<file path="config.mk">
export PLATFORM = sky130hd
export DESIGN_NAME = fuzz_stim_driver
export DESIGN_NICKNAME = d
export VERILOG_FILES = /design/src/rtl/fuzz_pkg.sv /design/src/rtl/fuzz_misr.sv /design/src/rtl/fuzz_stim_driver.sv
export SDC_FILE = /design/constraint.sdc
export NUM_CORES = 1
export LEC_CHECK = 0
export ABC_AREA = 1
export BUFFER_PORTS_ARGS = -buffer_cell sky130_fd_sc_hd__buf_2
export CAP_MARGIN = 25
export CORE_MARGIN = 4
export CORE_UTILIZATION = 40
export CTS_BUF_LIST = sky130_fd_sc_hd__clkbuf_8
export DETAILED_ROUTE_END_ITERATION = 12
export PLACE_DENSITY = 0.62
export RECOVER_POWER = 100
export SYNTH_ARGS = -nofsm -noshare
export SYNTH_HDL_FRONTEND = slang
export SYNTH_HIERARCHICAL = 1
export SYNTH_SLANG_ARGS = --single-unit
</file>
<file path="constraint.sdc">
create_clock -name clk -period 3.7 [get_ports clk]
set_clock_uncertainty 0.15 [all_clocks]
set_input_delay 0 -clock clk [delete_from_list [all_inputs] [get_ports clk]]
set_output_delay 0 -clock clk [all_outputs]
set_load 0.1 [all_outputs]
</file>
<file path="src/rtl/fuzz_pkg.sv">
// -----------------------------------------------------------------------------
// fuzz_pkg
// Shared definitions for the fuzz stimulus/response harness:
//   - state_t          : controller states (IDLE, RUN, DRAIN, DONE)
//   - DEF_LFSR_POLY    : default Galois right-shift feedback mask for stimulus
//   - DEF_SIG_POLY     : default MISR feedback mask
//   - DEF_SEED         : default stimulus LFSR load value
//   - lfsr_step()      : one Galois right-shift step, width-agnostic up to
//                        LFSR_MAX_W bits (callers zero-extend and truncate)
// -----------------------------------------------------------------------------
package fuzz_pkg;

  typedef enum logic [1:0] {
    IDLE  = 2'd0,
    RUN   = 2'd1,
    DRAIN = 2'd2,
    DONE  = 2'd3
  } state_t;

  localparam int          LFSR_MAX_W    = 32;
  localparam logic [15:0] DEF_LFSR_POLY = 16'hB400;
  localparam logic [15:0] DEF_SIG_POLY  = 16'h1021;
  localparam logic [15:0] DEF_SEED      = 16'hACE1;

  // Zero-extended upper bits stay zero through the shift, so a narrower
  // register can use this step and keep only its low bits.
  function automatic logic [LFSR_MAX_W-1:0] lfsr_step(
    input logic [LFSR_MAX_W-1:0] value,
    input logic [LFSR_MAX_W-1:0] poly
  );
    lfsr_step = (value >> 1) ^ (value[0] ? poly : '0);
  endfunction

endpackage

</file>
<file path="src/rtl/fuzz_misr.sv">
// -----------------------------------------------------------------------------
// fuzz_misr
// Single-input MISR that compacts a 1-bit response stream into a signature.
// Update when en: sig <= (sig<<1) ^ (sig[MSB] ? SIG_POLY : 0) ^ din.
// Ports:
//   clk  in   rising-edge clock
//   rst  in   asynchronous active-high reset (sig -> 0)
//   clr  in   synchronous clear to 0, wins over en
//   en   in   capture enable
//   din  in   response bit
//   sig  out  signature register
// -----------------------------------------------------------------------------
module fuzz_misr
  import fuzz_pkg::*;
#(
  parameter int               SIG_W    = 16,
  parameter logic [SIG_W-1:0] SIG_POLY = DEF_SIG_POLY
) (
  input  logic             clk,
  input  logic             rst,
  input  logic             clr,
  input  logic             en,
  input  logic             din,
  output logic [SIG_W-1:0] sig
);

  function automatic logic [SIG_W-1:0] misr_step(
    input logic [SIG_W-1:0] s,
    input logic             b
  );
    misr_step = {s[SIG_W-2:0], 1'b0}
              ^ (s[SIG_W-1] ? SIG_POLY : '0)
              ^ {{(SIG_W-1){1'b0}}, b};
  endfunction

  always_ff @(posedge clk or posedge rst) begin
    if (rst) begin
      sig <= '0;
    end else if (clr) begin
      sig <= '0;
    end else if (en) begin
      sig <= misr_step(sig, din);
    end
  end

endmodule

</file>
<file path="src/rtl/fuzz_stim_driver.sv">
// -----------------------------------------------------------------------------
// fuzz_stim_driver
// Stimulus-and-response harness placed beside a fuzz-generated DUT (one clock,
// signed STIM_W-bit input, 1-bit registered output). A run drives num_vec
// vectors from a Galois LFSR and compacts the DUT responses into a MISR
// signature, so different synthesis flows can be compared by signature.
//
// Optional build macro FUZZ_SEED_PORT_EN: adds input seed_i, sampled with
// start and used in place of the SEED parameter (zero forced to 1).
//
// Ports:
//   clk         in   rising-edge clock
//   rst         in   asynchronous active-high reset; aborts a run, no done
//   start       in   one-cycle run request, honoured in IDLE only
//   num_vec     in   vectors per run (unsigned), sampled with start
//   seed_i      in   (FUZZ_SEED_PORT_EN only) LFSR seed, sampled with start
//   stim_o      out  signed stimulus to the DUT data input
//   stim_valid  out  stim_o carries a live vector this cycle
//   resp_i      in   DUT output, one cycle behind stim_o
//   busy        out  high in RUN and DRAIN
//   done        out  one-cycle pulse when the signature is final
//   signature   out  MISR contents, stable outside busy
//   vec_count   out  vectors issued in the current or last run
// -----------------------------------------------------------------------------
module fuzz_stim_driver
  import fuzz_pkg::*;
#(
  parameter int                STIM_W    = 6,
  parameter int                LFSR_W    = 16,
  parameter logic [LFSR_W-1:0] LFSR_POLY = DEF_LFSR_POLY,
  parameter logic [LFSR_W-1:0] SEED      = DEF_SEED,
  parameter int                SIG_W     = 16,
  parameter logic [SIG_W-1:0]  SIG_POLY  = DEF_SIG_POLY,
  parameter int                CNT_W     = 8
) (
  input  logic                     clk,
  input  logic                     rst,
  input  logic                     start,
  input  logic        [CNT_W-1:0]  num_vec,
`ifdef FUZZ_SEED_PORT_EN
  input  logic        [LFSR_W-1:0] seed_i,
`endif
  output logic signed [STIM_W-1:0] stim_o,
  output logic                     stim_valid,
  input  logic                     resp_i,
  output logic                     busy,
  output logic                     done,
  output logic        [SIG_W-1:0]  signature,
  output logic        [CNT_W-1:0]  vec_count
);

  localparam logic [CNT_W-1:0]  CNT_ONE  = {{(CNT_W-1){1'b0}}, 1'b1};
  localparam logic [LFSR_W-1:0] LFSR_ONE = {{(LFSR_W-1){1'b0}}, 1'b1};

  state_t state_q, state_d;

  logic [LFSR_W-1:0]        lfsr_q;
  logic [LFSR_W-1:0]        lfsr_next;
  logic [LFSR_W-1:0]        seed_sel;
  logic [LFSR_W-1:0]        seed_eff;
  logic [LFSR_W-1:0]        seed_adv;
  logic [CNT_W-1:0]         nv_q;
  logic [CNT_W-1:0]         cnt_q;
  logic signed [STIM_W-1:0] stim_p0;
  logic                     vld_p0;
  logic                     vld_p1;
  logic                     go_run;
  logic                     go_zero;
  logic                     last_vec;

`ifdef FUZZ_SEED_PORT_EN
  assign seed_sel = seed_i;
`else
  assign seed_sel = SEED;
`endif

  // An all-zero Galois LFSR is stuck at zero, so a zero seed becomes 1.
  assign seed_eff  = (seed_sel == '0) ? LFSR_ONE : seed_sel;
  assign seed_adv  = LFSR_W'(lfsr_step(LFSR_MAX_W'(seed_eff), LFSR_MAX_W'(LFSR_POLY)));
  assign lfsr_next = LFSR_W'(lfsr_step(LFSR_MAX_W'(lfsr_q), LFSR_MAX_W'(LFSR_POLY)));

  // cnt_q counts vectors already shown before this cycle, so the vector on
  // stim_o now is the last one when cnt_q == num_vec-1.
  assign last_vec = (cnt_q == (nv_q - CNT_ONE));

  // Controller state register.
  always_ff @(posedge clk or posedge rst) begin
    if (rst) begin
      state_q <= IDLE;
    end else begin
      state_q <= state_d;
    end
  end

  always_comb begin
    state_d = state_q;
    busy    = 1'b0;
    done    = 1'b0;
    go_run  = 1'b0;
    go_zero = 1'b0;
    case (state_q)
      IDLE: begin
        if (start) begin
          if (num_vec != '0) begin
            go_run  = 1'b1;
            state_d = RUN;
          end else begin
            go_zero = 1'b1;
            state_d = DONE;
          end
        end
      end
      RUN: begin
        busy = 1'b1;
        if (last_vec) begin
          state_d = DRAIN;
        end
      end
      DRAIN: begin
        busy    = 1'b1;
        state_d = DONE;
      end
      DONE: begin
        done    = 1'b1;
        state_d = IDLE;
      end
      default: state_d = IDLE;
    endcase
  end

  // ---- stage p0: stimulus issue (vector visible while state is RUN) ----
  always_ff @(posedge clk or posedge rst) begin
    if (rst) begin
      lfsr_q  <= '0;
      nv_q    <= '0;
      cnt_q   <= '0;
      stim_p0 <= '0;
      vld_p0  <= 1'b0;
    end else if (go_run) begin
      // First vector is the seed itself; the register holds the one after.
      stim_p0 <= $signed(seed_eff[STIM_W-1:0]);
      lfsr_q  <= seed_adv;
      vld_p0  <= 1'b1;
      nv_q    <= num_vec;
      cnt_q   <= '0;
    end else if (go_zero) begin
      nv_q  <= num_vec;
      cnt_q <= '0;
    end else if (state_q == RUN) begin
      if (cnt_q != nv_q) begin
        cnt_q <= cnt_q + CNT_ONE;
      end
      if (last_vec) begin
        vld_p0 <= 1'b0;
      end else begin
        stim_p0 <= $signed(lfsr_q[STIM_W-1:0]);
        lfsr_q  <= lfsr_next;
      end
    end
  end

  // ---- stage p1: response capture, one cycle behind stimulus ----
  always_ff @(posedge clk or posedge rst) begin
    if (rst) begin
      vld_p1 <= 1'b0;
    end else begin
      vld_p1 <= vld_p0;
    end
  end

  fuzz_misr #(
    .SIG_W    (SIG_W),
    .SIG_POLY (SIG_POLY)
  ) u_misr (
    .clk (clk),
    .rst (rst),
    .clr (go_run | go_zero),
    .en  (vld_p1),
    .din (resp_i),
    .sig (signature)
  );

  assign stim_o     = stim_p0;
  assign stim_valid = vld_p0;
  assign vec_count  = cnt_q;

endmodule

</file>
# Yosys cells after proc, flatten, opt, wreduce, memory -nomap -nowiden
# Index checks and enable logic that the tools add are counted.
# word_totals
word_cells,70
regBits,58
output_inout_bits,33
in_bits,12
# op_classes
n_mux,34
bitwise_logic,4
eq_ne,9
n_reduce_logical,13
n_addsub,2
# ops
cell,n
$mux W16,7
$mux W8,6
$mux W6,4
$xor A15 B16 Y16,1
$xor A16 B1 Y16,1
$xor A16 B16 Y16,1
$mux W13,1
$mux W1,12
$add A8 B1 Y8 const B,1
$eq A8 B8 Y1,1
$ne A2 B2 Y1 const B,4
$ne A8 B8 Y1,1
$pmux W2 S4,1
$reduce_bool A2 Y1,4
$reduce_bool A8 Y1,1
$sub A8 B1 Y8 const B,1
$mux W2,3
$reduce_and A3 Y1,2
$reduce_bool A3 Y1,2
$eq A2 B2 Y1 const B,2
$reduce_and A2 Y1,2
$eq A2 B1 Y1 const B,1
$logic_not A2 Y1,1
$reduce_or A2 Y1,1
$or A1 B1 Y1,1

# Depth between registers and ports, before layout
# logic_depth
depth_word,6
ltp_mapped,13

# Cells and area by module
# Netlist, hierarchy kept.
# by_module_without_submodules
mod,area_per_inst_um2,seq_area_each_um2,cells_per_inst,instances
fuzz_stim_driver,2157.1,900.9,288,1
fuzz_misr,671.9,400.4,76,1

# Worst setup path before layout
# Ideal clock, no wire load.
# synth_timing
path_kind,register -> register
start,"register cnt_q[0], in the netlist vec_count[0]"
end,"register vld_p0, in the netlist stim_valid"
setup_slack_ns,1.383
synth_period_minus_slack_ns,2.317
arrival_ns,2.049
required_ns,3.432
stages_incl_launch_ff,11
setup_ns,0.118
cell_sequence,dfrtp_1 > inv_1 > nand2_1 > nand2_1 > nor2_1 > nand3_1 > nor2_2 > nand3_4 > buf_2 > o22ai_2 > inv_2
# synth_via
elab_chain_cells,3
# synth_lines
element,line_no,rtl
start: declaration,fuzz_stim_driver.sv:63,logic [CNT_W-1:0] cnt_q;
start signal: assignment,fuzz_stim_driver.sv:151,cnt_q <= cnt_q + CNT_ONE;
$eq A8 B8 Y1,fuzz_stim_driver.sv:84,assign last_vec = (cnt_q == (nv_q - CNT_ONE));
$reduce_bool A2 Y1 (no line),n/a,
$reduce_and A3 Y1 (no line),n/a,
end signal: assignment,fuzz_stim_driver.sv:138,vld_p0 <= 1'b0;
end signal: assignment,fuzz_stim_driver.sv:143,vld_p0 <= 1'b1;
end signal: assignment,fuzz_stim_driver.sv:154,vld_p0 <= 1'b0;
end: declaration,fuzz_stim_driver.sv:65,logic vld_p0;
# No other way between the ends.
# A chain may end at the register's enable or synchronous reset.

# Final worst setup path
# layout_timing
start,register nv_q[1]
end,register lfsr_q[5]
# layout_via
elab_chain_cells,4
# layout_lines
element,line_no,rtl
start: declaration,fuzz_stim_driver.sv:62,logic [CNT_W-1:0] nv_q;
start signal: assignment,fuzz_stim_driver.sv:144,nv_q <= num_vec;
start signal: assignment,fuzz_stim_driver.sv:147,nv_q <= num_vec;
$sub A8 B1 Y8,fuzz_stim_driver.sv:84,
$eq A8 B8 Y1,fuzz_stim_driver.sv:84,
$ne A2 B2 Y1 (no line),n/a,
$reduce_and A3 Y1 (no line),n/a,
end signal: assignment,fuzz_stim_driver.sv:142,lfsr_q <= seed_adv;
end signal: assignment,fuzz_stim_driver.sv:157,lfsr_q <= lfsr_next;
end: declaration,fuzz_stim_driver.sv:57,logic [LFSR_W-1:0] lfsr_q;
# No other way between the ends.

==> summary.txt <==
Run status: complete, but fails checks
Violated checks: max-capacitance violations, max-slew violations
Post-Syn Area: 2830 um2
Share of layout cells above drive strength 1: 8.23%
Minimum clock period: 2.87 ns
Adder-cell share of the synthesized area: 3.10%
Overflow after GRT: 0
Clk sinks: 52
Most frequent cells in the layout: nand2_1, nand3_1, dfrtp_1, inv_1, clkbuf_1
Clock slew at reported path FFs: 0.10 ns
Worst slew margin: -31.1%
Unrepaired setup endpoints after global routing: no
Initial drt markers: 142
Max Clk Rate: 349 MHz
Final #Nets: 431
TritonCTS buffer count: 5
Routed Antenna Nets: 0
Core Region: 6830 um2
Vias in the first global route: 2161
Clock buffer depth: 2
# Max-Cap Violations: 1
Synth Area in Compound Gates: 5.00%
Synth warn: 6
Post-CTS setup buffer count: 0
Unique masters post-synth: 31
Remaining DRCs: 0
Synth area leaders: dfrtp_1, nand2_1, nand3_1
Cell taking the most area after synthesis: dfrtp_1
Max incr delay on CP: 0.66 ns
Share of the synthesized area in the top cell type: 46.0%
Number of H-tree levels: 2
Syn_nets: 383
Diodes inserted: 0
Crit path required time: 3.79 ns
Hold Buf Count CTS: 11
Period utilization: 77.4%
EDFF count, synth: 0
Slowest cell on crit path: nand2_1
Area Growth Syn to Fin: 13.1%
Filler cells: 718
Initial antenna violation count: 0
Final hold viol count: 0
First-pass GRT wire length: 10.4 mm
R2r setup slk: 0.83 ns
Largest net degree at the start of global routing: 37
Die Width: 92.1 um
FP Rows: 30
Finish-stage setup viols: 0
Tot GR Track Use: 15.1%
CTS tree: done
Skew-Pair Late Insertion Delay: 0.31 ns
Critical path class: reg2reg
Worst Setup End Kind: flip-flop
DR vias/cell: 4.71
IO Port Bufs: 44
Clock root buffer: clkbuf_8
Post-Synthesis Cells: 364
Final Max Tran Viols: 37
Ys flop type: dfrtp_1
Detailed-route via count: 2396
HPWL Detailed: 4.37 mm
Simple-gate share of the synthesized area: 32.9%
Mux share of post-synthesis cell area: 0.398%
Crit Path Max Fanout: 19
Fin Setup TNS: 0 ns
Synth Area in XOR/XNOR: 2.70%
IO Count: 45
Crit path buffers/inverters: 2
Die area: 8480 um2
Seq cells post-synth: 52
Syn Area/Cell: 7.77 um2
Worst Setup Start Kind: flip-flop
Asr flop ratio synth: 100%
Slew @ Worst Pin: 1.97 ns
Worst path arrival time: 2.95 ns
Post-cts repair resize count: 0
Routed length per instance: 12.1 um
GPL Wtd Cong: 0.869
Sequential-to-total area share from yosys stat: 46.0%
Combinational family with the most area after synthesis: simple AND/OR/NAND/NOR gates
Critical-path cell list: inv_1 -> ha_1 -> inv_1 -> nand2_1 -> nand2_1 -> nor2_1 -> nand3_1 -> nor2_2 -> nand3_1 -> nand2_1 -> nand2_1 -> nand3_1
Most used cell, CP: nand2_1
Commonest non-fill, non-tap cell in the layout: nand2_1
Routed WL: 6.15 mm
Die Y: 92.1 um
Hold WC Path Type: in2async
CP delay by family, top: simple AND/OR/NAND/NOR gates
1st-pass router iterations: 4
Initial Utilization: 41.4%
-- area by class of cell --
cell class	instances	area, um2	area share [%]
sequential	52	1300	40.7
timing repair buffer	56	292	9.11
multi-input combinational	249	1210	37.9
inverter	48	180	5.63
tap	96	120	3.75
clock buffer	5	68.8	2.15
clock inverter	3	26.3	0.821
-- metal layers --
metal / vias up / share of wire, % / GRT usage, %
li1: 1239 / - / -
met1: 1101 / 49 / 21.6
met2: 51 / 45 / 23.4
met3: 5 / 4.5 / 2.87
met4: 0 / 1.1 / 3.96
met5: - / 0 / 0
-- worst paths after layout --
| path | from | endpoint | cells past startpoint |
|---|---|---|---|
| max | nv_q[1]$_DFFE_PP0P_ | lfsr_q[5]$_DFFE_PP0P_ | 12 |
| min | rst | u_misr/sig[4]$_DFFE_PP0P_ | 3 |
| max reg2reg | nv_q[1]$_DFFE_PP0P_ | lfsr_q[5]$_DFFE_PP0P_ | 12 |
| min reg2reg | stim_valid$_DFFE_PP0P_ | vld_p1$_DFF_PP0_ | 0 |
| max in group asynchronous | rst | nv_q[3]$_DFFE_PP0P_ | 4 |
| min in group clk | stim_valid$_DFFE_PP0P_ | vld_p1$_DFF_PP0_ | 0 |
-- synthesized netlist by cell type, types with 2 or more instances --
cell,instances
nand3_1,55
nand4_1,6
o21ai_0,21
ha_1,7
clkbuf_1,3
nand2_1,119
nor2_2,5
nand3b_1,2
buf_4,6
inv_1,41
buf_2,4
inv_2,6
a21oi_1,2
nor2_1,14
dfrtp_1,52
xor2_1,5
nor3_1,2
-- through the flow --
step                cell area, um2  utilization (%)  std cells  setup slack [ns]  hold slack (ns)
floorplan                     2830                -        364              1.38           -0.236
global placement              3080             45.0        490              1.18          -0.0287
detailed placement            3080             45.0        490              1.08          -0.0299
CTS                           3280             48.0        509              1.06            0.171
global route                  3200             46.8        509             0.487            0.232
finish                        3200             46.8        509             0.835            0.148
-- registers in the layout, summed over array words and instances, names as in the netlist --
register / count
lfsr_q: 15
u_misr/sig: 16
stim_valid: 1
vec_count: 8
vld_p1: 1
stim_o: 1
nv_q: 8
state_q: 2
-- worst min-delay path, cell delays in order --
cell and delay, ns:
dlygate4sd3_1 0.53, clkbuf_1 0.12, inv_1 0.44
-- cells by family (layout without fill, tap and decap cells) --
kind of cell	count (synthesis)	after routing
mux	1	1
fa+ha+maj	7	7
compound gates	26	26
simple gates	208	208
xor+xnor	7	7
flops	52	52
buf+inv	63	112
Power is not shown: default switching activity piles up to over one toggle a cycle in this logic, so the estimate is an artifact.
